===== src/rtl/cache_pkg.sv =====
// Shared types and address-field helpers for the direct-mapped byte cache.
package cache_pkg;

    typedef enum logic [2:0] {
        StIdle,
        StLookup,
        StFill,
        StWmem,
        StResp
    } state_e;

    localparam int unsigned OFFSET_W    = 3;
    localparam int unsigned BLOCK_BYTES = 8;
    localparam int unsigned MAX_ADDR_W  = 64;

    // Callers zero-extend the address to MAX_ADDR_W and truncate the result to their field width.
    function automatic logic [MAX_ADDR_W-1:0] line_index(input logic [MAX_ADDR_W-1:0] addr,
                                                         input int unsigned idx_w);
        return (addr >> OFFSET_W) & ((MAX_ADDR_W'(1) << idx_w) - MAX_ADDR_W'(1));
    endfunction

    function automatic logic [MAX_ADDR_W-1:0] line_tag(input logic [MAX_ADDR_W-1:0] addr,
                                                       input int unsigned idx_w);
        return addr >> (OFFSET_W + idx_w);
    endfunction

endpackage


===== src/rtl/cache_line_array.sv =====
// Valid/tag/data storage for the direct-mapped cache; only the valid bits are reset.
module cache_line_array
    import cache_pkg::*;
#(
    parameter int unsigned LINES = 4,
    parameter int unsigned IDX_W = 2,
    parameter int unsigned TAG_W = 27
) (
    input  logic                clk,
    input  logic                reset,
    input  logic [IDX_W-1:0]    rd_index,
    input  logic [TAG_W-1:0]    rd_tag,
    output logic                hit,
    output logic [63:0]         rd_block,
    input  logic                fill_en,
    input  logic [63:0]         fill_block,
    input  logic                wr_en,
    input  logic [OFFSET_W-1:0] wr_offset,
    input  logic [7:0]          wr_byte
);

    logic [LINES-1:0] valid_q, valid_d;
    logic [TAG_W-1:0] tag_mem  [LINES];
    logic [63:0]      data_mem [LINES];

    always_comb begin
        valid_d = valid_q;
        if (fill_en) begin
            valid_d[rd_index] = 1'b1;
        end
    end

    always_ff @(posedge clk or negedge reset) begin
        if (!reset) begin
            valid_q <= '0;
        end else begin
            valid_q <= valid_d;
        end
    end

    always_ff @(posedge clk) begin
        if (fill_en) begin
            tag_mem[rd_index]  <= rd_tag;
            data_mem[rd_index] <= fill_block;
        end else if (wr_en) begin
            data_mem[rd_index][{wr_offset, 3'b000} +: 8] <= wr_byte;
        end
    end

    assign hit      = valid_q[rd_index] && (tag_mem[rd_index] == rd_tag);
    assign rd_block = data_mem[rd_index];

endmodule


===== src/rtl/dm_cache_ctrl.sv =====
// Direct-mapped, write-through, no-write-allocate byte cache in front of the RAM block,
// with saturating read hit/miss counters.
module dm_cache_ctrl
    import cache_pkg::*;
#(
    parameter int unsigned LINES     = 4,
    parameter int unsigned ADDR_W    = 32,
    parameter int unsigned MEM_BYTES = 128,
    parameter int unsigned CNT_W     = 16
) (
    input  logic              clk,
    input  logic              reset,
    input  logic              cpu_req,
    input  logic              cpu_we,
    input  logic [ADDR_W-1:0] cpu_addr,
    input  logic [7:0]        cpu_wdata,
    output logic [7:0]        cpu_rdata,
    output logic              cpu_ready,
    output logic              cpu_err,
    output logic              mem_req,
    output logic              mem_we,
    output logic [ADDR_W-1:0] mem_addr,
    output logic [7:0]        mem_wdata,
    input  logic [63:0]       mem_rdata,
    input  logic              mem_done,
    output logic [CNT_W-1:0]  hit_count,
    output logic [CNT_W-1:0]  miss_count
);

    localparam int unsigned IDX_W = $clog2(LINES);
    localparam int unsigned TAG_W = ADDR_W - OFFSET_W - IDX_W;

    state_e state_q, state_d;

    logic [ADDR_W-1:0] addr_q, addr_d, mem_addr_q, mem_addr_d;
    logic              we_q, we_d, err_q, err_d;
    logic [7:0]        wdata_q, wdata_d, rdata_q, rdata_d, mem_wdata_q, mem_wdata_d;
    logic [CNT_W-1:0]  hit_cnt_q, hit_cnt_d, miss_cnt_q, miss_cnt_d;

    logic [IDX_W-1:0]    idx;
    logic [TAG_W-1:0]    tag;
    logic [OFFSET_W-1:0] offset;
    logic                in_range, hit, fill_en, wr_en;
    logic [63:0]         rd_block;

    assign idx      = IDX_W'(line_index(MAX_ADDR_W'(addr_q), IDX_W));
    assign tag      = TAG_W'(line_tag(MAX_ADDR_W'(addr_q), IDX_W));
    assign offset   = addr_q[OFFSET_W-1:0];
    assign in_range = addr_q < ADDR_W'(MEM_BYTES);
    assign fill_en  = (state_q == StFill) && mem_done;
    assign wr_en    = (state_q == StLookup) && in_range && we_q && hit;

    cache_line_array #(
        .LINES (LINES),
        .IDX_W (IDX_W),
        .TAG_W (TAG_W)
    ) u_lines (
        .clk        (clk),
        .reset      (reset),
        .rd_index   (idx),
        .rd_tag     (tag),
        .hit        (hit),
        .rd_block   (rd_block),
        .fill_en    (fill_en),
        .fill_block (mem_rdata),
        .wr_en      (wr_en),
        .wr_offset  (offset),
        .wr_byte    (wdata_q)
    );

    always_ff @(posedge clk or negedge reset) begin
        if (!reset) begin
            state_q <= StIdle;
        end else begin
            state_q <= state_d;
        end
    end

    always_comb begin
        state_d = state_q;
        unique case (state_q)
            StIdle:   if (cpu_req) state_d = StLookup;
            StLookup: begin
                if (!in_range)  state_d = StResp;
                else if (we_q)  state_d = StWmem;
                else if (hit)   state_d = StResp;
                else            state_d = StFill;
            end
            StFill:   if (mem_done) state_d = StResp;
            StWmem:   if (mem_done) state_d = StResp;
            StResp:   state_d = StIdle;
            default:  state_d = StIdle;
        endcase
    end

    always_comb begin
        addr_d      = addr_q;
        we_d        = we_q;
        wdata_d     = wdata_q;
        rdata_d     = rdata_q;
        err_d       = err_q;
        mem_addr_d  = mem_addr_q;
        mem_wdata_d = mem_wdata_q;
        hit_cnt_d   = hit_cnt_q;
        miss_cnt_d  = miss_cnt_q;
        case (state_q)
            StIdle: begin
                if (cpu_req) begin
                    addr_d  = cpu_addr;
                    we_d    = cpu_we;
                    wdata_d = cpu_wdata;
                end
            end
            StLookup: begin
                err_d = !in_range;
                if (in_range) begin
                    if (we_q) begin
                        mem_addr_d  = addr_q;
                        mem_wdata_d = wdata_q;
                    end else if (hit) begin
                        rdata_d = rd_block[{offset, 3'b000} +: 8];
                        if (hit_cnt_q != '1) hit_cnt_d = hit_cnt_q + 1'b1;
                    end else begin
                        mem_addr_d = {addr_q[ADDR_W-1:OFFSET_W], {OFFSET_W{1'b0}}};
                        if (miss_cnt_q != '1) miss_cnt_d = miss_cnt_q + 1'b1;
                    end
                end
            end
            StFill: begin
                if (mem_done) rdata_d = mem_rdata[{offset, 3'b000} +: 8];
            end
            default: ;
        endcase
    end

    always_ff @(posedge clk or negedge reset) begin
        if (!reset) begin
            addr_q      <= '0;
            we_q        <= 1'b0;
            wdata_q     <= '0;
            rdata_q     <= '0;
            err_q       <= 1'b0;
            mem_addr_q  <= '0;
            mem_wdata_q <= '0;
            hit_cnt_q   <= '0;
            miss_cnt_q  <= '0;
        end else begin
            addr_q      <= addr_d;
            we_q        <= we_d;
            wdata_q     <= wdata_d;
            rdata_q     <= rdata_d;
            err_q       <= err_d;
            mem_addr_q  <= mem_addr_d;
            mem_wdata_q <= mem_wdata_d;
            hit_cnt_q   <= hit_cnt_d;
            miss_cnt_q  <= miss_cnt_d;
        end
    end

    // Handshake outputs decode the registered state, so reset drops mem_req at once.
    always_comb begin
        cpu_ready = (state_q == StResp);
        cpu_err   = (state_q == StResp) && err_q;
        mem_req   = (state_q == StFill) || (state_q == StWmem);
        mem_we    = (state_q == StWmem);
    end

    assign cpu_rdata  = rdata_q;
    assign mem_addr   = mem_addr_q;
    assign mem_wdata  = mem_wdata_q;
    assign hit_count  = hit_cnt_q;
    assign miss_count = miss_cnt_q;

endmodule


===== config.mk =====
export PLATFORM = sky130hd
export DESIGN_NAME = dm_cache_ctrl
export DESIGN_NICKNAME = d
export VERILOG_FILES = /design/src/rtl/cache_pkg.sv /design/src/rtl/cache_line_array.sv /design/src/rtl/dm_cache_ctrl.sv
export SDC_FILE = /design/constraint.sdc
export NUM_CORES = 1
export LEC_CHECK = 0
export CAP_MARGIN = 40
export CORE_ASPECT_RATIO = 1.5
export CORE_MARGIN = 1
export CORE_UTILIZATION = 45
export DETAILED_ROUTE_END_ITERATION = 10
export GPL_TIMING_DRIVEN = 0
export PLACE_DENSITY = 0.67
export SLEW_MARGIN = 20
export SYNTH_ARGS = -nofsm -noshare
export SYNTH_HDL_FRONTEND = slang
export SYNTH_HIERARCHICAL = 1
export SYNTH_SLANG_ARGS = --single-unit

===== constraint.sdc =====
create_clock -name clk -period 4.15 [get_ports clk]
set_clock_uncertainty 0.1 [all_clocks]
set_input_delay 0.83 -clock clk [delete_from_list [all_inputs] [get_ports clk]]
set_output_delay 0.83 -clock clk [all_outputs]
set_load 0.02 [all_outputs]

==> flow_summary_export.csv <==
group,metric,value,unit
timing,fmax,228,MHz
floorplanning,core,0.0459,mm2
critical_path,cp-end-kind,"flip-flop",
critical_path,max_stage_delay,0.57,ns
clocking,cts_made_buffers,47,
global_routing,grt_max_degree,88,
power,power_density,465,mW/mm2
drt,routed_wl,54.7,mm
floorplanning,pin_count,193,
outcome,status,"finished with violations",
synthesis,synth_seq_cells,493,
critical_path,worstSetupStartpoint,"addr_q[3]$_DFFE_PN0P_",
placed_design,io_buffers,192,
drt,vias,12351,
clocking,htree_levels,2,
critical_path,timing.rr.start,"addr_q[3]$_DFFE_PN0P_",
power,total_power,12.7,mW
clocking,clkLatencyLatePin,0.56,ns
clocking,cts_root_buf,"clkbuf_16",
global_routing,antenna_found_initial,1,
power,irDropWorstVdd,0.450,mV
synthesis,yosysWarnings,6,
critical_path,cp.arrival,4.56,ns
finish,final_common_cell,"edfxtp_1",
global_routing,grt_use_total,23.2,%
finish,regArea,0.0142,mm2
synthesis,synth_area,0.0210,mm2
drt,firstDrtPassIters,6,
timing,hold_viol,0,
floorplanning,core.rowCount,96,
flow_run,cap_violations,0,
placed_design,gp_congestion,0.936,
drt,wl_per_cell,25.4,um
floorplanning,die_area,0.0476,mm2
finish,multi_input_area,0.00705,mm2
global_routing,grt_pass1_wl,80.5,mm
synthesis,synthCells,1199,
clocking,clk_path_buf_depth,3,
floorplanning,die_y,267,um
placed_design,dp_hpwl,38.2,mm
finish,drive_above_1_share,33.1,%
critical_path,crit_type,"flip-flop to flip-flop",
global_routing,overflow,0,
timing,tightest_slew,1.06,ns
timing,tns,-53.46,ns
finish,final_cell_mix,"edfxtp_1, clkdlybuf4s50_1, dfrtp_1, mux4_2, mux2_2",
drt,drc,0,
clocking,clkTransAtPathRegs,0.06,ns
finish,area_delta_synth_final,29.5,%
placed_design,place_area,0.0240,mm2
synthesis,synth_top_flop_cell,"edfxtp_1",
power,leakagePower,9.69,nW
placed_design,post-place-ws,-1.48,ns
timing,period_needed,4.39,ns
timing,setup_ws,-0.236,ns
critical_path,critPathLaunchType,"flip-flop",
clocking,cts.sinks,493,
global_routing,grt_pass1_vias,12881,
timing,slew_viol_final,0,
synthesis,synth_cell_types,56,
timing,setup_violations,428,
finish,n_antenna_cell,0,
clocking,cts_tree,"yes",
timing,fin_crit_sh,106,%
finish,nFillCells,3469,
critical_path,cp_slowest_cell,"or4_4",
critical_path,cpMostUsedCell,"buf_12",
synthesis,syn-num-nets,1313,
hold_path,hold_class,"input pin to asynchronous set/reset pin",
critical_path,crit_fanout,7,
critical_path,path_cells,"buf_8 -> buf_12 -> mux4_2 -> xnor2_2 -> nand4_1 -> or4_4 -> nor4_4 -> and3_4 -> nand2b_4 -> nor3b_4 -> nand2b_1 -> nor3_2 -> buf_6 -> nor2_2 -> nor2_4 -> buf_12",
critical_path,cp.buffers_inverters,4,
finish,fin_area,0.0272,mm2
drt,vias_per_cell,5.75,
synthesis,synth.avg_cell_area,17.5,um2
synthesis,synth_edf_count,364,
timing,slew_headroom,29.2,%
floorplanning,die_x,179,um
synthesis,seq_area_frac_synth,67.3,%
critical_path,critPathTopFamily,"simple AND/OR/NAND/NOR gates",
synthesis,async_flop_share,26.2,%
critical_path,required,4.33,ns
timing,rsz0062_at_grt,"yes",
finish,nets,1638,
floorplanning,initial_utilization,45.8,%
drt,drtIter0Drc,898,
drt,final_antenna_net_count,0,
outcome,violations,"setup timing",
-- synthesized netlist by cell type, types with 5 or more instances --
cell        n  area (um2)
edfxtp_1  364       10900
dfrtp_1   129        3230
mux2_2    101        1140
mux4_2    101        2270
nor2_1     55         206
nand2_1    54         203
xnor2_1    46         403
and2_1     37         231
o21ai_0    30         150
nand3_1    28         140
clkbuf_1   27         101
a22oi_1    16         120
inv_1      16        60.1
mux2i_1    16         160
and3_1     14        87.6
buf_2      14        70.1
nand4_1    14        87.6
mux4_1     13         342
buf_6      11         124
nand2b_1   11        68.8
a21oi_1     9        45.0
xor2_1      8        70.1
nor3_1      7        35.0
nand4_2     6        75.1
buf_1       5        18.8
ha_1        5        62.6
nor4_1      5        31.3
or2_2       5        31.3
-- state kept, by name, indices dropped and copies added, names as in the netlist, 4 cells and up --
name and cells:
addr_q 32, u_lines/tag_mem 108, hit_count 16, mem_wdata 8, miss_count 16, cpu_rdata 8
wdata_q 8, u_lines/data_mem 256, mem_addr 32, u_lines/valid_q 4
-- power breakdown --
part           total (mW)  switching (mW)  internal (mW)
registers            5.81           0.338           5.47
logic                2.28            1.18           1.10
clock network        4.58            1.87           2.71
-- repair_timing --
action,4_1_cts,5_1_grt
setup buffers,50,18
pin swaps,31,31
gates cloned,4,1
resized for setup,142,48
hold buffers,0,0
setup endpoints to repair,531,501
-- cell families (layout without fill, tap and decap cells) --
| logic type | count (synthesis) | in the layout | share of synthesized area (%) |
|---|---|---|---|
| flip-flops | 493 | 493 | 67.3 |
| AND/OR/NAND/NOR | 262 | 262 | 7.11 |
| multiplexers | 235 | 235 | 18.8 |
| buffers and inverters | 77 | 439 | 1.96 |
| AO/OA/AOI/OAI | 73 | 73 | 2.20 |
| XOR/XNOR | 54 | 54 | 2.25 |
| adder cells (fa/ha/maj) | 5 | 5 | 0.298 |
-- area by class of cell --
| class | instances | area share [%] |
|---|---|---|
| clock buffer | 55 | 4.54 |
| tap | 588 | 2.70 |
| sequential | 493 | 52.0 |
| clock inverter | 31 | 1.53 |
| buffer | 60 | 1.58 |
| timing repair buffer | 276 | 11.5 |
| multi-input combinational | 629 | 25.9 |
| inverter | 17 | 0.234 |
-- stage by stage --
step / cells / hold WS [ns] / util [%]
2_1_floorplan: 1199 / 0.332 / -
3_3_place_gp: 1979 / 0.346 / 51.8
3_5_place_dp: 1989 / 0.350 / 52.2
4_1_cts: 2128 / 0.0456 / 58.3
5_1_grt: 2149 / 0.0632 / 59.3
6_report: 2149 / 0.0456 / 59.3
-- metal layers --
metal	vias to the layer above	wire (um)	global-route usage, %
met5	-	17	0
met4	2	2110	8.82
met3	115	2900	3.01
met2	434	30200	43.0
met1	6447	19500	26.8
li1	5353	-	-
-- path summary, 6_finish.rpt --
path                                                endpoint  slack, ns  cells after the start
hold reg to reg               u_lines/valid_q[2]$_DFFE_PN0P_       0.37                      1
min in group clk              u_lines/valid_q[2]$_DFFE_PN0P_       0.37                      1
max in group asynchronous           mem_wdata[4]$_DFFE_PN0P_       3.13                      2
setup reg to reg           u_lines/data_mem[3][24]$_DFFE_PP_      -0.24                     16
hold / removal                     miss_count[0]$_DFFE_PN0P_       0.05                      1
setup / recovery           u_lines/data_mem[3][24]$_DFFE_PP_      -0.24                     16
Power figures use the tool's default switching activity.
==> patch 1, RTL diff (same flow settings) <==
Make the reset (`reset`) synchronous in 3 clocked blocks.
--- a/src/rtl/cache_line_array.sv
+++ b/src/rtl/cache_line_array.sv
@@ -32,3 +32,3 @@
 
-    always_ff @(posedge clk or negedge reset) begin
+    always_ff @(posedge clk) begin
         if (!reset) begin
--- a/src/rtl/dm_cache_ctrl.sv
+++ b/src/rtl/dm_cache_ctrl.sv
@@ -70,3 +70,3 @@
 
-    always_ff @(posedge clk or negedge reset) begin
+    always_ff @(posedge clk) begin
         if (!reset) begin
@@ -135,3 +135,3 @@
 
-    always_ff @(posedge clk or negedge reset) begin
+    always_ff @(posedge clk) begin
         if (!reset) begin
Formal check against the unedited RTL: differs if reset is asserted again (counterexample within 4 cycles, from zero or initial values and one cycle with reset low); with reset held inactive, the same outputs for 4 cycles.
==> patch 1 against the unedited design <==
The run still ends with negative setup slack left. Synthesized area is 1.5% lower. Count of clock-buffer cells in the layout did not move. Cell count is 8.4% higher. Final area is 1.9% lower. Synthesized cell count grew 16%. Sequential cell count unchanged. Routed wire length is 2.0% higher. Worst setup slack gained 170 ps. Via count grew 9.6%. Sequential share of layout area is 1.4 points lower. Critical path type unchanged.
Power is not compared: it rests on default switching activity, and its combinational part moved more than twofold at a synthesized area within 25%.
==> patch 1: results (changes against the unedited design) <==
outcome finished, violations left; failing checks negative setup slack; dpl cells 2174 (+9.3%); DP Wirelength 39.0 mm (+1.9%); Area contributors post-synth edfxtp_1 (53%), dfxtp_1 (12%), mux4_2 (12%); final worst slack -61.4 ps (+174 ps); slowest stage cell, crit path or4b_4; Final Power 10.7 mW; crit-path max FO 8 (+1); Worst Hold Class reg2reg; gpl congestion 0.855 (-8.6%); met1 Use GR 0.282 (+0.0141); global-route wire length before repair 83.0 mm (+3.1%); GR Util All Layers 0.238 (+0.00617); Post-synth top cells edfxtp_1 (364), nand2_1 (150), dfxtp_1 (129); share of cells above drive strength 1 0.255 (-0.0766); minimum hold slack 356 ps (+310 ps); R2R Path End u_lines/data_mem[3][4]; Post-Place Setup Slack -1210 ps (+272 ps); WP data arrival 4390 ps (-170 ps); Num CTS Buffers 46 (-2.1%); number of global-route vias before repair 13.8k (+6.9%); Post-Route WL 55.8 mm (+2.0%); Setup Viol. Count Final 130 (-70%); DR pass1 iterations 5 (-1); routed length per instance 23.9 microns (-5.9%); largest net degree at the start of global routing 23 (-74%); share of the yosys chip area belonging to registers 0.652 (-0.0209); initial drt markers 1249 (+39%); M3 GR Usage 0.0443 (+0.0143); syn nets 1501 (+14%); Fillers 3397 (-2.1%); synth unique cells 63 (+13%)
[patch 1: critical path, delay by kind of cell, from the launching register on]
kind,cells,cell delay [ps]
xor+xnor,1,170
buf+inv,2,290
mux,1,510
compound gates,1,130
simple gates,9,2300
flops,1,410
[patch 1: logic make-up after synthesis]
kind of cell,count (synthesis),synth area share
simple gates,390,0.0945
compound gates,182,0.0523
buf+inv,104,0.0244
xor+xnor,25,0.0106
flops,493,0.652
fa+ha+maj,5,0.00302
mux,188,0.163
[patch 1: per-layer routing]
layer,wire [microns],vias to the layer above
li1,-,6010
met2,29200,594
met3,4340,136
met1,20000,6796
met5,13,-
met4,2250,2
[patch 1: area by class of cell]
cell class,count,area share
repair buffers,280,0.114
inverters,20,0.00281
well taps,582,0.0273
flip-flops and latches,493,0.506
clock buffers,55,0.0452
plain buffers,80,0.0192
multi-input cells,790,0.272
clock inverters,30,0.0136
[patch 1: power groups by stage]
stage | clock network (mW) | registers (mW) | logic (mW)
floorplan | 0 | 5.47 | 0.486
global placement | 0 | 5.51 | 0.785
detailed placement | 0 | 5.52 | 0.806
CTS | 4.48 | 5.41 | 0.833
global route | 4.66 | 5.42 | 0.920
finish | 4.39 | 5.42 | 0.867
[patch 1: worst max path at each step]
| stage | end | cells past startpoint | slack [ps] | from |
|---|---|---|---|---|
| finish | u_lines/data_mem[3][4] | 14 | -60 | addr_q[3] |
| global placement | u_lines/data_mem[0][33] | 15 | -1190 | addr_q[3] |
| CTS | u_lines/data_mem[3][5] | 15 | -330 | addr_q[3] |
| detailed placement | u_lines/data_mem[2][35] | 14 | -1210 | addr_q[3] |
| global route | u_lines/data_mem[2][44] | 14 | -250 | addr_q[3] |
| floorplan | u_lines/data_mem[0][40] | 14 | 70 | addr_q[3] |
[patch 1: timing repair]
| action | 4_1_cts | 5_1_grt |
|---|---|---|
| gates cloned | 0 | 4 |
| buffers inserted | 49 | 19 |
| gates resized for setup | 88 | 97 |
| pin swaps | 33 | 35 |
| hold endpoints to repair | 0 | 0 |
| endpoints found under the setup margin | 558 | 549 |
[patch 1: through the flow]
stage                     cell area, sq um  utilization
after detailed placement             23700        0.526
after global placement               23500        0.521
after global routing                 26700        0.593
after CTS                            26200        0.581
final                                26700        0.593
after floorplan                      20800            -
==> patch 2, RTL diff (same flow settings) <==
Without the edit above. The parameter `MEM_BYTES` goes from 128 to 64.
--- a/src/rtl/dm_cache_ctrl.sv
+++ b/src/rtl/dm_cache_ctrl.sv
@@ -7,3 +7,3 @@
     parameter int unsigned ADDR_W    = 32,
-    parameter int unsigned MEM_BYTES = 128,
+    parameter int unsigned MEM_BYTES = 64,
     parameter int unsigned CNT_W     = 16
Check against the original RTL: not equivalent (a bounded check fails within 4 cycles, from zero or initial values and one cycle with reset low).
==> patch 2 against the unedited design <==
The flow still finishes with violations (negative setup slack). Synthesized area shrank 0.40%. Global-route usage increased by 0.082 points. Critical path depth increased by 2. Final area is 2.0% lower. Core utilization is 1.2 points lower. Routed wire length shrank 1.9%. Worst setup slack got worse by 25 ps. First-iteration DRC count fell by 2.3%. Sequential cell count did not move. Total power is 1.6% lower. Sequential share of layout area grew 1.1 points. Via count decreased by 0.43%. Worst hold slack improved by 31 ps. Highest routed layer unchanged.
==> patch 2: results (changes against the unedited design) <==
Setup Viol. Count Final 450 (+5.1%); DRT met1 WL 19.3 mm (-1.1%); initial drt markers 877 (-2.3%); Final TNS setup -62740 ps (-9280 ps); outcome finished, violations left; Slew HR 0.418 (+0.126); Post-Place Setup Slack -1520 ps (-42.0 ps); DP Wirelength 38.0 mm (-0.76%); gpl congestion 0.908 (-3.0%); R2R depth 18 (+2); # nets final 1637 (-0.061%); initial antenna violation count 8 (+7); routed length per instance 25.0 microns (-1.9%); dpl cells 2005 (+0.80%); Fillers 3442 (-0.78%); vias 12.3k (-0.43%); Final Power 12.5 mW (-1.6%); Bufs on Longest Clock Path 3 (unchanged); Syn Area/Cell 17.3 sq um (-1.6%); Num CTS Buffers 46 (-2.1%); M3 GR Usage 0.0566 (+0.0266); DR pass1 iterations 5 (-1); number of global-route vias before repair 13.0k (+0.94%); met3 routed WL 3.87 mm (+33%); Synth Warn # 6 (unchanged); synth unique cells 59 (+5.4%); R2R Path End u_lines/data_mem[1][38]; minimum hold slack 76.3 ps (+30.7 ps); share of cells above drive strength 1 0.304 (-0.0274); Post-synth top cells edfxtp_1 (364), dfrtp_1 (129), mux4_2 (106); largest net degree at the start of global routing 82 (-6.8%); Clock power frac 0.358 (-0.004); syn nets 1327 (+1.1%); met2 wire len 28.1 mm (-6.8%); Int Power 9.18 mW (-1.1%); peak supply drop 0.306 mV (-32%); final worst slack -260 ps (-24.6 ps); DP Area 23900 sq um (-0.32%); met2 Use GR 0.407 (-0.0233); failing checks negative setup slack; Post-Route WL 53.6 mm (-1.9%); GR Util All Layers 0.233 (+0.000824); final instance area 26700 sq um (-2.0%); Area contributors post-synth edfxtp_1 (52%), dfrtp_1 (15%), mux4_2 (11%); global-route wire length before repair 80.2 mm (-0.33%); WP data arrival 4580 ps (+20 ps); P_leak 9.43 nW (-2.6%); met1 Use GR 0.268 (about the same); share of the yosys chip area belonging to registers 0.676 (+0.00274)
## patch 2: what timing repair did
action | in CTS | in global routing
resized for setup | 122 | 27
pin swaps | 31 | 4
gates cloned | 1 | 0
setup endpoints to repair | 569 | 562
buffers inserted | 50 | 4
## patch 2: layout make-up
class | instances | area (sq um) | area share
Clock buffer | 62 | 1340 | 0.0501
Tap cell | 588 | 736 | 0.0276
Multi-Input combinational cell | 638 | 6860 | 0.257
Sequential cell | 493 | 14200 | 0.531
Clock inverter | 23 | 272 | 0.0102
Inverter | 20 | 75.1 | 0.00281
Timing Repair Buffer | 263 | 2850 | 0.107
Buffer | 61 | 392 | 0.0147
Antenna cell | 2 | 5.00 | 0.000188
## patch 2: kinds of logic (layout without fill, tap and decap cells)
logic type / count (synthesis) / in the layout / synth area share
AND/OR/NAND/NOR: 270 / 270 / 0.0685
adder cells (fa/ha/maj): 5 / 5 / 0.00299
buffers and inverters: 82 / 429 / 0.0195
flip-flops: 493 / 493 / 0.676
other: 0 / 2 / 0
XOR/XNOR: 53 / 53 / 0.0222
AO/OA/AOI/OAI: 77 / 77 / 0.0238
multiplexers: 233 / 233 / 0.187
## patch 2: worst max-delay path by stage
| stage | end | slack, ps | depth (start not counted) |
|---|---|---|---|
| floorplan | u_lines/data_mem[3][48] | -100 | 13 |
| global placement | wdata_q[1] | -3310 | 1 |
| detailed placement | u_lines/data_mem[3][37] | -1520 | 16 |
| CTS | u_lines/data_mem[3][38] | -290 | 17 |
| global route | u_lines/data_mem[1][24] | -410 | 17 |
| finish | u_lines/data_mem[1][38] | -260 | 18 |
## patch 2: worst max-delay path: cells and delay by family, from the launching register on
kind	cells	cell delay, ps
buf+inv	5	740
xor+xnor	1	180
simple gates	10	2090
compound gates	1	100
mux	1	490
flops	1	390
